`config.mk`:
```
export PLATFORM = sky130hd
export DESIGN_NAME = mem_port_arbiter
export DESIGN_NICKNAME = d
export VERILOG_FILES = /design/src/rtl/mem_port_arbiter_pkg.sv /design/src/rtl/mem_port_arbiter_rr_grant2.sv /design/src/rtl/mem_port_arbiter.sv
export SDC_FILE = /design/constraint.sdc
export NUM_CORES = 1
export LEC_CHECK = 0
export CORE_MARGIN = 8
export CORE_UTILIZATION = 29
export CTS_CLUSTER_DIAMETER = 100
export DETAILED_ROUTE_END_ITERATION = 7
export PLACE_DENSITY = 0.81
export REMOVE_ABC_BUFFERS = 1
export SKIP_CTS_REPAIR_TIMING = 1
export SYNTH_ARGS = -nofsm -noshare
export SYNTH_HDL_FRONTEND = slang
export SYNTH_HIERARCHICAL = 1
export SYNTH_SLANG_ARGS = --single-unit
```
`constraint.sdc`:
```
create_clock -name clk -period 1.94 [get_ports clk]
set_clock_uncertainty 0.05 [all_clocks]
set_input_delay 0.291 -clock clk [delete_from_list [all_inputs] [get_ports clk]]
set_output_delay 0.291 -clock clk [all_outputs]
set_load 0.1 [all_outputs]
```
`src/rtl/mem_port_arbiter_pkg.sv`:
```
// Shared types and constants for the instruction/data memory port arbiter.
package mem_port_arbiter_pkg;

    typedef enum logic [2:0] {
        ST_IDLE  = 3'b001,
        ST_ISSUE = 3'b010,
        ST_RESP  = 3'b100
    } state_e;

    localparam logic OWNER_INST = 1'b0;
    localparam logic OWNER_DATA = 1'b1;

    localparam logic [31:0] STALL_MAX = 32'hFFFF_FFFF;

    function automatic logic [31:0] sat_inc(input logic [31:0] v);
        return (v == STALL_MAX) ? v : v + 32'd1;
    endfunction

endpackage

```
`src/rtl/mem_port_arbiter_rr_grant2.sv`:
```
// Two-way grant picker: bit 0 = instruction channel, bit 1 = data channel.
module rr_grant2
    import mem_port_arbiter_pkg::*;
(
    input  logic [1:0] req,
    input  logic       last,
    input  logic       prio_mode,
    output logic [1:0] gnt
);

    always_comb begin
        gnt = req;
        // On contention: data wins in priority mode, else whoever was not granted last.
        if (req == 2'b11) begin
            if (prio_mode || (last == OWNER_INST)) begin
                gnt = 2'b10;
            end else begin
                gnt = 2'b01;
            end
        end
    end

endmodule

```
`src/rtl/mem_port_arbiter.sv`:
```
// Shares one memory port between fetch and load/store channels, routes the
// single outstanding read back to its owner and counts contention stalls.
module mem_port_arbiter
    import mem_port_arbiter_pkg::*;
#(
    parameter int ADDR_W    = 32,
    parameter int DATA_W    = 32,
    parameter int DATA_PRIO = 1
) (
    input  logic                clk,
    input  logic                rst,
    input  logic                inst_req_valid,
    input  logic [ADDR_W-1:0]   inst_addr,
    output logic                inst_req_ack,
    output logic                inst_valid,
    output logic [DATA_W-1:0]   inst_data,
    input  logic                inst_ack,
    input  logic                data_ren,
    input  logic                data_wen,
    input  logic [ADDR_W-1:0]   data_addr,
    input  logic [DATA_W-1:0]   data_wdata,
    input  logic [DATA_W/8-1:0] data_wstrb,
    output logic                data_req_ack,
    output logic                data_rvalid,
    output logic [DATA_W-1:0]   data_rdata,
    input  logic                data_rack,
    output logic                m_req_valid,
    input  logic                m_req_ready,
    output logic                m_req_wen,
    output logic [ADDR_W-1:0]   m_req_addr,
    output logic [DATA_W-1:0]   m_req_wdata,
    output logic [DATA_W/8-1:0] m_req_wstrb,
    input  logic                m_resp_valid,
    input  logic [DATA_W-1:0]   m_resp_data,
    output logic                m_resp_ready,
    output logic [31:0]         stall_cnt
);

    localparam logic PRIO_MODE = (DATA_PRIO != 0);

    state_e      state_q, state_d;
    logic        owner_q, owner_d;
    logic        last_q, last_d;
    logic [31:0] stall_cnt_q, stall_cnt_d;

    logic        inst_pend, data_pend, own_wr, owner_ack, stall_inc;
    logic [1:0]  gnt;

    assign inst_pend = inst_req_valid;
    assign data_pend = data_ren | data_wen;
    // A simultaneous ren/wen is treated as a store.
    assign own_wr    = (owner_q == OWNER_DATA) && data_wen;
    assign owner_ack = (owner_q == OWNER_DATA) ? data_rack : inst_ack;

    rr_grant2 u_grant (
        .req       ({data_pend, inst_pend}),
        .last      (last_q),
        .prio_mode (PRIO_MODE),
        .gnt       (gnt)
    );

    always_comb begin
        state_d   = state_q;
        owner_d   = owner_q;
        last_d    = last_q;
        stall_inc = 1'b0;
        case (state_q)
            ST_IDLE: begin
                stall_inc = inst_pend & data_pend;
                if (|gnt) begin
                    owner_d = gnt[1];
                    last_d  = gnt[1];
                    state_d = ST_ISSUE;
                end
            end
            ST_ISSUE: begin
                stall_inc = (owner_q == OWNER_DATA) ? inst_pend : data_pend;
                if (m_req_ready) begin
                    state_d = own_wr ? ST_IDLE : ST_RESP;
                end
            end
            ST_RESP: begin
                stall_inc = (owner_q == OWNER_DATA) ? inst_pend : data_pend;
                if (m_resp_valid && owner_ack) begin
                    state_d = ST_IDLE;
                end
            end
            default: state_d = ST_IDLE;
        endcase
        stall_cnt_d = stall_inc ? sat_inc(stall_cnt_q) : stall_cnt_q;
    end

    always_ff @(posedge clk) begin
        if (!rst) begin
            state_q     <= ST_IDLE;
            owner_q     <= OWNER_INST;
            last_q      <= OWNER_DATA;
            stall_cnt_q <= '0;
        end else begin
            state_q     <= state_d;
            owner_q     <= owner_d;
            last_q      <= last_d;
            stall_cnt_q <= stall_cnt_d;
        end
    end

    // Outputs are forced low while reset is asserted, not only after the edge.
    always_comb begin
        inst_req_ack = 1'b0;
        inst_valid   = 1'b0;
        inst_data    = '0;
        data_req_ack = 1'b0;
        data_rvalid  = 1'b0;
        data_rdata   = '0;
        m_req_valid  = 1'b0;
        m_req_wen    = 1'b0;
        m_req_addr   = '0;
        m_req_wdata  = '0;
        m_req_wstrb  = '0;
        m_resp_ready = 1'b0;
        stall_cnt    = '0;
        if (rst) begin
            stall_cnt = stall_cnt_q;
            case (state_q)
                ST_ISSUE: begin
                    m_req_valid = 1'b1;
                    m_req_wen   = own_wr;
                    m_req_addr  = (owner_q == OWNER_DATA) ? data_addr : inst_addr;
                    if (own_wr) begin
                        m_req_wdata = data_wdata;
                        m_req_wstrb = data_wstrb;
                    end
                    if (owner_q == OWNER_DATA) begin
                        data_req_ack = m_req_ready;
                    end else begin
                        inst_req_ack = m_req_ready;
                    end
                end
                ST_RESP: begin
                    m_resp_ready = owner_ack;
                    if (owner_q == OWNER_DATA) begin
                        data_rvalid = m_resp_valid;
                        data_rdata  = m_resp_data;
                    end else begin
                        inst_valid = m_resp_valid;
                        inst_data  = m_resp_data;
                    end
                end
                default: ;
            endcase
        end
    end

endmodule

```
; Yosys cells after proc, flatten, opt, wreduce, memory -nomap -nowiden
; Cells that the tools add are included.
[op_classes]
addsub = 1
eq_ne = 8
n_mux = 43
bitwise = 3
reduce_logical = 7
[op_table]
columns = operator, n
row1 = $mux 32, 13
row2 = $add 32x1->32 const B, 1
row3 = $eq 32x32->1 const B, 1
row4 = $mux 1, 20
row5 = $mux 3, 4
row6 = $mux 4, 3
row7 = $pmux 3 s3, 1
row8 = $ne 2x2->1 const B, 3
row9 = $reduce_and 2->1, 2
row10 = $reduce_or 2->1, 2
row11 = $eq 3x1->1 const B, 1
row12 = $eq 3x2->1 const B, 1
row13 = $eq 3x3->1 const B, 1
row14 = $reduce_and 3->1, 1
row15 = $eq 2x2->1 const B, 1
row16 = $logic_and 1x1->1, 2
row17 = $mux 2, 1
row18 = $pmux 1 s2, 1
row19 = $and 1x1->1, 1
row20 = $not 1->1, 1
row21 = $or 1x1->1, 1
[totals]
reg_bits = 36
input_bits = 141
output_inout_bits = 171
word_cells = 65

; Longest topological paths before layout
[logic_depth]
word_depth = 6
depth_mapped = 7
depth_no_buf = 6

; Modules after synthesis
; Netlist, hierarchy kept.
[by_module_without_submodules]
columns = mod, instances, cells_each, area_per_inst_um2, seq_area_each_um2
row1 = mem_port_arbiter, 1, 467, 3378.2, 740.7
row2 = rr_grant2, 1, 4, 30.0, 0.0

; Least setup slack after synthesis
; No wires, ideal clock.
[synth_path]
path_type = reg-to-output
startpoint = reg owner_q
endpoint = out inst_valid
t_arrival_ps = 3081
required_time_ps = 1599
slack_ps = -1482
path_stages_with_launch = 5
path_buffers = 3
cell_sequence = dfxtp_1 -> buf_2 -> buf_1 -> buf_1 -> nor3_1
[synth_via]
elab_chain_len = 3
[synth_lines]
columns = item, line
row1 = start: declaration, mem_port_arbiter.sv:42  ; logic owner_q, owner_d;
row2 = start signal: assignment, mem_port_arbiter.sv:101  ; owner_q <= owner_d;
row3 = $mux 1, mem_port_arbiter.sv:141  ; if (owner_q == OWNER_DATA) begin
row4 = $mux 1, mem_port_arbiter.sv:124  ; case (state_q)
row5 = $mux 1, mem_port_arbiter.sv:122  ; if (rst) begin
row6 = end: declaration, mem_port_arbiter.sv:15  ; output logic inst_valid,
; Every way passes these cells.

; Final worst setup path
[layout_path]
startpoint = reg state_q[1]
endpoint = reg stall_cnt_q[8]
[layout_via]
elab_chain_len = 4
word_cells_on_any_way = 6
classes_between = eq/ne: 3 / mux: 1 / reduce/logical: 2
[layout_lines]
columns = item, line
row1 = start: declaration, mem_port_arbiter.sv:41  ; state_e state_q, state_d;
row2 = start signal: assignment, mem_port_arbiter.sv:100  ; state_q <= state_d;
row3 = $eq 3x3->1 or $eq 3x2->1 (tied branches), mem_port_arbiter.sv:67  ; case (state_q)
row4 = $reduce_or 2->1 (no line), --
row5 = $pmux 1 s2 (*), mem_port_arbiter.sv:67
row6 = $reduce_and 2->1 (no line) (*), --
row7 = end signal: assignment, mem_port_arbiter.sv:103  ; stall_cnt_q <= stall_cnt_d;
row8 = end: declaration, mem_port_arbiter.sv:44  ; logic [31:0] stall_cnt_q, stall_cnt_d;
; Mark *: on every way between the ends. The rest lies on a longest branch, timed or not.
; A chain may end at the register's enable or synchronous reset.

==> flow_summary_export.csv <==
group,metric,value,unit
layout,multi_input_area,3360,sq um
run,maxCapViolations,0,
power,swShare,35.3,%
setup_path,required,2050,ps
power,vdd.ir_drop.worst,507,uV
global_routing,grt_pass1_wl,32600,um
outcome,status,"complete, but fails checks",
logic_synthesis,seq_area_frac_synth,21.7,%
timing,rsz0062_at_grt,"yes",
floorplan,dieHeight,124,um
placement,gp_routability_congestion,0.922,
logic_synthesis,synth.distinct_cells,43,
logic_synthesis,synth_top_area_share,25.0,%
power,clkPwrFrac,26.8,%
layout,fin_nets,992,
logic_synthesis,synth-simple-area-share,49.6,%
global_routing,use_met2,58.2,%
logic_synthesis,synth.largest_area_cell,"and2_1",
power,power.density,347,nW/um^2
timing,setup_viol,155,
placement,place_area,8760,sq um
clock_network,clk_path_buf_depth,2,
clock_network,clock-root-buffer,"clkbuf_16",
timing,drv_slew,0,
timing,timing.final.hold_violations,0,
floorplan,initial_core_util,29.7,%
setup_path,startpoint,"state_q[1]$_SDFFE_PN0P_",
logic_synthesis,synth_edf_count,0,
layout,final_common_cell,"buf_12",
timing,finalCriticalPeriod,2350,ps
detailed_routing,vias,5584,
global_routing,grt_usage,27.0,%
global_routing,met3_usage,4.64,%
logic_synthesis,synth_ff_type,"dfxtp_1",
logic_synthesis,synthArstFlopShare,0,%
global_routing,grt_start_max_net_pins,38,
layout,syn_to_final_growth,201,%
power,finalPower,3.56,mW
power,p_int,2.30,mW
detailed_routing,drt_iter0_markers,639,
placement,hpwl,19400,um
placement,preCtsSetupSlack,-780,ps
floorplan,dieWidth,124,um
power,power_switching,1.26,mW
global_routing,grtUsageMet1,24.4,%
clock_network,path_clk_slew,60,ps
setup_path,cp_max_fo,6,
setup_path,end_kind,"flip-flop",
logic_synthesis,syn_area_per_cell,7.24,sq um
clock_network,clock-sinks,37,
power,p_seq_share,22.8,%
setup_path,setup.worst_path.start_class,"flip-flop",
detailed_routing,ant_nets,0,
global_routing,busiest_layer,"met2",
clock_network,tritoncts,"built",
setup_path,worstSetupPathType,"flip-flop to flip-flop",
timing,layout_setup_ws,-409,ps
floorplan,die_area,15500,sq um
layout,fin_area,10300,sq um
logic_synthesis,synthAdderAreaFrac,0.367,%
global_routing,grt_pass1_vias,5024,
logic_synthesis,synth_top_family_by_area,"simple AND/OR/NAND/NOR gates",
setup_path,regToRegStartpoint,"state_q[1]$_SDFFE_PN0P_",
logic_synthesis,synth.area.top_cells,"and2_1 (25%), dfxtp_1 (22%), mux2i_1 (9.7%), nor2_1 (6.8%), mux2_2 (3.3%)",
setup_path,arrival,2460,ps
logic_synthesis,syn-instance-count,471,
logic_synthesis,syn-cell-area,3410,sq um
logic_synthesis,synth_xor_area_share,0.257,%
floorplan,core,11500,sq um
logic_synthesis,synth-compound-area-share,7.64,%
outcome,violations,"negative setup slack",
detailed_routing,wire_per_inst,29.0,um
global_routing,grt.overflow.total,0,
layout,mostFrequentLayoutCells,"buf_12 (177), clkdlybuf4s50_1 (136), and2_1 (72)",
logic_synthesis,ys_ff_latch,37,
detailed_routing,routed_wl,29000,um
hold_path,hp-class,"flip-flop to flip-flop",
detailed_routing,avgViaCountPerCell,5.58,
detailed_routing,drcViolationCount,0,
timing,fin_crit_sh,121,%
logic_synthesis,yosys_warnings,6,
logic_synthesis,synthMuxAreaShare,16.0,%
clock_network,cts_max_level,2,
hold_path,hp-start,"stall_cnt_q[7]$_SDFFE_PN0P_",
global_routing,antenna_found_initial,7,
timing,fmax,426,MHz
power,combPwrFrac,50.3,%
floorplan,row_count,39,
placement,port_buffers,311,
power,p_leak,4.03,nW
detailed_routing,drt_pass1_iterations,5,
floorplan,io_pins,312,
layout,regArea,749,sq um
layout,layout-drive-gt1-share,54.5,%
clock_network,insertion_delay,280,ps
clock_network,cts_made_buffers,5,
layout,fill_cells,438,
critical path, stage by stage (launching register included):
cell and delay [ps]:
dfxtp_2 340, buf_4 140, nor3b_2 300, and3_4 290, buf_4 170, nor2_4 90
nor3_2 420, mux2_2 420
power by group through the flow:
| stage | Clock [mW] | Combinational (mW) | Sequential (mW) |
|---|---|---|---|
| after detailed placement | 0 | 1.23 | 0.820 |
| final | 0.955 | 1.79 | 0.812 |
| after floorplan | 0 | 0.534 | 0.881 |
| after CTS | 0.959 | 1.24 | 0.804 |
| after global routing | 1.01 | 1.83 | 0.815 |
| after global placement | 0 | 1.19 | 0.819 |
routing by layer:
layer	vias to the layer above	share of wire, %
met1	2723	32
met5	-	0
met2	381	56
met4	0	5.6
met3	98	5.9
li1	2382	-
worst paths after layout:
path / to / slack (ps) / cells past startpoint
hold / removal: stall_cnt_q[7]$_SDFFE_PN0P_ / 480 / 2
setup reg to reg: stall_cnt_q[8]$_SDFFE_PN0P_ / -410 / 7
hold reg to reg: stall_cnt_q[7]$_SDFFE_PN0P_ / 480 / 2
setup / recovery: stall_cnt_q[8]$_SDFFE_PN0P_ / -410 / 7
synth_stat cells, types with 2 or more instances:
| library cell | instances |
|---|---|
| or2_2 | 2 |
| nand2b_1 | 3 |
| and4_1 | 3 |
| mux2i_1 | 33 |
| buf_2 | 5 |
| mux2_2 | 10 |
| nand2_1 | 24 |
| nor4_1 | 8 |
| nor2_1 | 62 |
| dfxtp_1 | 37 |
| nor3_1 | 15 |
| and2_1 | 136 |
| nand4_1 | 8 |
| o31ai_1 | 8 |
| mux2_1 | 9 |
| buf_1 | 4 |
| or3_1 | 2 |
| or4_1 | 9 |
| o21ai_0 | 6 |
| inv_1 | 4 |
| clkbuf_1 | 21 |
| a21oi_1 | 17 |
| and3_1 | 9 |
| nand3_1 | 17 |
sequential cells by signal, indices dropped and copies added (netlist names):
register / flops
owner_q: 1
stall_cnt_q: 32
state_q: 3
last_q: 1
logic make-up (layout without fill, tap and decap cells):
| group | Yosys count | after routing |
|---|---|---|
| buf+inv | 36 | 413 |
| mux | 52 | 52 |
| simple gates | 305 | 308 |
| compound gates | 38 | 38 |
| flops | 37 | 37 |
| fa+ha+maj | 1 | 1 |
| other cells | 1 | 7 |
| xor+xnor | 1 | 1 |
area by class of cell:
cell class / instances / share of cell area (%)
inverter: 5 / 0.183
clock inverter: 1 / 0.292
sequential: 37 / 7.30
clock buffer: 7 / 1.39
antenna: 6 / 0.146
multi-input combinational: 401 / 32.7
tap: 143 / 1.74
timing repair buffer: 400 / 56.2
per-stage QoR:
stage | std cells | setup TNS [ps] | util [%] | hold slack, ps
after detailed placement | 951 | -63860 | 76.4 | 449
after global placement | 951 | -55930 | 76.4 | 415
after global routing | 1000 | -35420 | 89.6 | 490
after floorplan | 440 | -283880 | - | 313
final | 1000 | -26830 | 89.6 | 476
after CTS | 959 | -60680 | 77.9 | 457
Note: power is estimated with default switching activity, not from simulation.
